===== src/rtl/stream_byte_packer.sv =====
// ---------------------------------------------------------------------------
// stream_byte_packer
//
// Gathers a serial byte stream into beats of REPLICATION_FACTOR bytes and
// presents them on a wide valid/ready/last interface. A packet that ends
// mid-beat is flushed as a partial beat with unfilled lanes set to PAD_BYTE.
//
// Parameters:
//   REPLICATION_FACTOR  bytes per output beat (2 or more)
//   PAD_BYTE            fill value for the unused lanes of a partial last beat
//
// Ports:
//   clock      sole clock, rising edge
//   reset      asynchronous, active-high; clears all state and drops any
//              partial word
//   enable     when low no input bytes are accepted; output still drains
//   in_data    input byte
//   in_valid   in_data is valid
//   in_ready   packer accepts a byte this cycle
//   in_last    this byte ends the packet
//   out_data   packed beat, lane k in bits [8k+7:8k], first byte in lane 0
//   out_valid  beat held and valid
//   out_ready  downstream accepts the beat
//   out_last   beat ends the packet
//   out_count  (only with PACKER_BYTE_COUNT_EN) number of real bytes in beat
//
// Optional feature macro: PACKER_BYTE_COUNT_EN
// ---------------------------------------------------------------------------
module stream_byte_packer #(
    parameter int         REPLICATION_FACTOR = 3,
    parameter logic [7:0] PAD_BYTE           = 8'h00
) (
    input  logic                            clock,
    input  logic                            reset,
    input  logic                            enable,
    input  logic [7:0]                      in_data,
    input  logic                            in_valid,
    output logic                            in_ready,
    input  logic                            in_last,
    output logic [8*REPLICATION_FACTOR-1:0] out_data,
    output logic                            out_valid,
    input  logic                            out_ready,
    output logic                            out_last
`ifdef PACKER_BYTE_COUNT_EN
    ,
    output logic [$clog2(REPLICATION_FACTOR+1)-1:0] out_count
`endif
);

    localparam int R  = REPLICATION_FACTOR;
    localparam int IW = $clog2(R);
    localparam logic [IW-1:0] LAST_IDX = IW'(R - 1);
`ifdef PACKER_BYTE_COUNT_EN
    localparam int CW = $clog2(R + 1);
`endif

    // Accumulator holds only R-1 lanes: the byte that fills the final lane
    // goes straight into the holding register together with the others.
    logic [R-2:0][7:0] acc_q, acc_d;
    logic [IW-1:0]     idx_q, idx_d;
    logic [8*R-1:0]    out_data_q, out_data_d;
    logic              out_valid_q, out_valid_d;
    logic              out_last_q, out_last_d;
`ifdef PACKER_BYTE_COUNT_EN
    logic [CW-1:0]     out_count_q, out_count_d;
`endif

    logic              accept;
    logic              drain;
    logic              complete;
    logic [R-1:0][7:0] beat;

    // Readiness depends only on registered state and the downstream ready,
    // so a held beat that is draining this cycle frees room for a new byte.
    assign in_ready = enable & (~out_valid_q | out_ready);
    assign accept   = in_valid & in_ready;
    assign drain    = out_valid_q & out_ready;
    assign complete = accept & ((idx_q == LAST_IDX) | in_last);

    // Assemble the outgoing beat: stored lanes below idx, the incoming byte
    // at idx, padding above it.
    always_comb begin
        beat = {R{PAD_BYTE}};
        for (int k = 0; k < R - 1; k++) begin
            if (IW'(k) < idx_q) begin
                beat[k] = acc_q[k];
            end
        end
        for (int k = 0; k < R; k++) begin
            if (IW'(k) == idx_q) begin
                beat[k] = in_data;
            end
        end
    end

    // Next-state logic for the accumulator and the holding register. A
    // completing byte in the same cycle as a drain simply overwrites the
    // drained beat, keeping out_valid high without a bubble.
    always_comb begin
        acc_d       = acc_q;
        idx_d       = idx_q;
        out_data_d  = out_data_q;
        out_valid_d = out_valid_q;
        out_last_d  = out_last_q;
`ifdef PACKER_BYTE_COUNT_EN
        out_count_d = out_count_q;
`endif

        if (drain) begin
            out_valid_d = 1'b0;
        end

        if (complete) begin
            out_data_d  = beat;
            out_valid_d = 1'b1;
            out_last_d  = in_last;
`ifdef PACKER_BYTE_COUNT_EN
            out_count_d = CW'(idx_q) + CW'(1);
`endif
            acc_d       = {(R-1){PAD_BYTE}};
            idx_d       = '0;
        end else if (accept) begin
            for (int k = 0; k < R - 1; k++) begin
                if (IW'(k) == idx_q) begin
                    acc_d[k] = in_data;
                end
            end
            idx_d = idx_q + IW'(1);
        end
    end

    // State registers; reset discards any partially gathered word.
    always_ff @(posedge clock or posedge reset) begin
        if (reset) begin
            acc_q       <= {(R-1){PAD_BYTE}};
            idx_q       <= '0;
            out_data_q  <= '0;
            out_valid_q <= 1'b0;
            out_last_q  <= 1'b0;
`ifdef PACKER_BYTE_COUNT_EN
            out_count_q <= '0;
`endif
        end else begin
            acc_q       <= acc_d;
            idx_q       <= idx_d;
            out_data_q  <= out_data_d;
            out_valid_q <= out_valid_d;
            out_last_q  <= out_last_d;
`ifdef PACKER_BYTE_COUNT_EN
            out_count_q <= out_count_d;
`endif
        end
    end

    assign out_data  = out_data_q;
    assign out_valid = out_valid_q;
    assign out_last  = out_last_q;
`ifdef PACKER_BYTE_COUNT_EN
    assign out_count = out_count_q;
`endif

endmodule


===== config.mk =====
export PLATFORM = sky130hd
export DESIGN_NAME = stream_byte_packer
export DESIGN_NICKNAME = d
export VERILOG_FILES = /design/src/rtl/stream_byte_packer.sv
export SDC_FILE = /design/constraint.sdc
export NUM_CORES = 1
export LEC_CHECK = 0
export ABC_AREA = 1
export ABC_CLOCK_PERIOD_IN_PS = 2800
export CORE_UTILIZATION = 37
export DETAILED_ROUTE_END_ITERATION = 10
export HOLD_SLACK_MARGIN = 0.08
export PLACE_DENSITY_LB_ADDON = 0.2
export SYNTH_ARGS = -nofsm -noshare
export SYNTH_HDL_FRONTEND = slang
export SYNTH_SLANG_ARGS = --single-unit

===== constraint.sdc =====
create_clock -name clock -period 2.8 [get_ports clock]
set_input_delay 0.7 -clock clock [delete_from_list [all_inputs] [get_ports clock]]
set_output_delay 0.7 -clock clock [all_outputs]
set_load 0.05 [all_outputs]

==> results.cfg <==
[place]
place_area_mm2 = 0.00252
place_ws_ns = 0.468
dp_hpwl_mm = 3.11
portBuffers = 40
place.gp.congestion = 0.778

[logic_synthesis]
ys_warn_count = 0
syn_inst = 253
synth-seq-cells = 44
ys_types = 18
ys_seq_area_frac = 0.529
syn-num-nets = 270
synth.cell_area_mm2 = 0.00208
syn_area_per_cell_um2 = 8.23

[global_routing]
grt_pass1_vias = 1646
antenna_found_initial = 0
grt_max_degree = 45
grt_pass1_wl_mm = 7.87
grt.overflow.total = 0
grt_util_all_layers = 0.170

[route]
antenna_left = 0
wl_mm = 4.56
highest_layer = met4
drt-initial-drc-count = 109
vias_per_cell = 4.73
route.met2.wl_mm = 2.21
met3WireLength_um = 124
first_pass_iters = 4
route.detailed.drc = 0
wl_per_cell_um = 12.6
met1_length_mm = 2.13
vias = 1714

[critical_path]
crit_type = primary input to output port
worst-r2r-cell-count = 8
critical_path_arrival_ns = 1.62
end_kind = output port
critPathLaunchType = primary input
required_ns = 2.10
crit_fanout = 2
r2r_end = acc_q[5]
reg2reg_from = idx_q[1]
r2r_slack_ns = 0.82

[clock_network]
post_cts_buffers = 0
clk_pin_slew_worst_paths_ns = 0.08
ctsRootBufferMaster = clkbuf_8
clock_latency_ns = 0.29
numCtsBuffers = 5
clock_path_buffers = 2
cts_tree = built
cts.htree.levels = 2
hold_buffers = 0
postCtsResizedCells = 0
cts.sinks = 44

[finish]
nets = 308
layout_common_cells = nand2_1 (126), dfrtp_1 (44), clkdlybuf4s50_1 (39), nand3_1 (18), nand4_1 (16)
final_area_mm2 = 0.00261
fin_util = 0.495
area_growth_pct = 25.1
drive_gt1_frac = 0.0822
layout_commonest_cell = nand2_1
num_antenna_cells = 0

[die]
coreArea_mm2 = 0.00527
rows = 26
die_h_um = 77.0
io_pins = 41
dieArea_mm2 = 0.00593
die-width_um = 77.0
start_util = 0.395

[sta]
finalMaxSlewViolations = 0
fin_crit_ns = 2.32
slew_headroom = 0.624
finalSetupTns_ns = 0
hold_viol_final = 0
max_freq_mhz = 431
worst_pin_slew_ns = 0.564
setup_violations = 0
rsz0062_at_grt = no
finalCritPeriodShare = 0.829
skew_ns = 0.00395
timing.final.ws_setup_ns = 0.478

[power_and_ir_drop]
p_sw_w = 0.00101
total_power_w = 0.00232
clkPwrFrac = 0.176
p_leak_nw = 1.36
p_per_area_mw_per_mm2 = 891
p_seq_frac = 0.382
peakVddDrop_uv = 302
p_comb_frac = 0.442
p_int_w = 0.00132
netSwitchingFraction = 0.433

[min_path]
worstHoldPathType = flop to flop
hp-start = out_last
whs_endpoint = out_last
hold-path-cell-count = 2

[outcome]
status = complete, no violations

[run]
maxCapViolations = 0
sequential cells by signal, summed over array words and instances, names as in the netlist:
name and flops:
out_last 1, out_valid 1, out_data 24, idx_q 2, acc_q 16
kinds of logic after synthesis:
logic type | Yosys count | share of synthesized area
AOI/OAI and AO/OA | 11 | 0.0264
adders and majority gates | 3 | 0.0180
buffers and inverters | 27 | 0.0727
DFF | 44 | 0.529
and+or+nand+nor | 168 | 0.354
per-stage QoR:
stage               instances  hold WS, ns
finish                    362        0.476
global route              362        0.506
CTS                       362        0.481
detailed placement        354        0.462
global placement          354        0.455
floorplan                 253        0.450
critical path: stages:
cell	delay, ns
clkdlybuf4s50_1	0.49
inv_1	0.04
a21oi_1	0.21
buf_12	0.17
Yosys cell counts:
cell type,instances,share of area
nand2_4,1,0.0054
dfrtp_1,44,0.53
o21ai_1,6,0.014
nand2_1,126,0.23
nor3_4,1,0.0078
buf_2,4,0.0096
buf_4,2,0.0072
inv_2,4,0.0072
ha_1,3,0.018
o21ai_0,4,0.0096
inv_1,9,0.016
clkbuf_1,3,0.0054
nand4_1,16,0.048
buf_6,5,0.027
nand2_2,4,0.012
a21oi_1,1,0.0024
nor2_4,2,0.011
nand3_1,18,0.043
worst max-delay path by stage:
stage / startpoint / end / slack, ns / cells after the start
2_1_floorplan: enable / in_ready / 0.62 / 2
3_3_place_gp: enable / in_ready / 0.48 / 4
3_5_place_dp: enable / in_ready / 0.47 / 4
4_1_cts: enable / in_ready / 0.47 / 4
5_1_grt: enable / in_ready / 0.41 / 4
6_report: enable / in_ready / 0.48 / 4
power by group through the flow:
| stage | clock, W | sequential, W | combinational (W) |
|---|---|---|---|
| final | 0.000408 | 0.000888 | 0.00103 |
| after global routing | 0.000454 | 0.000915 | 0.00110 |
| after CTS | 0.000423 | 0.000890 | 0.00103 |
| after detailed placement | 0 | 0.000902 | 0.00103 |
| after global placement | 0 | 0.000900 | 0.00103 |
| after floorplan | 0 | 0.00125 | 0.000363 |
cell type report:
class | count | area (um^2)
timing repair buffer | 45 | 448
multi-input combinational | 182 | 831
fill | 524 | 2660
clock buffer | 8 | 90.1
sequential | 44 | 1100
inverter | 13 | 48.8
tap | 70 | 87.6
per-layer routing:
metal	global-route usage	up-vias
li1	-	876
met1	0.217	798
met2	0.274	32
met3	0.0369	8
met4	0.0792	0
met5	0	-
No activity file was read; power rests on OpenSTA's default activity.
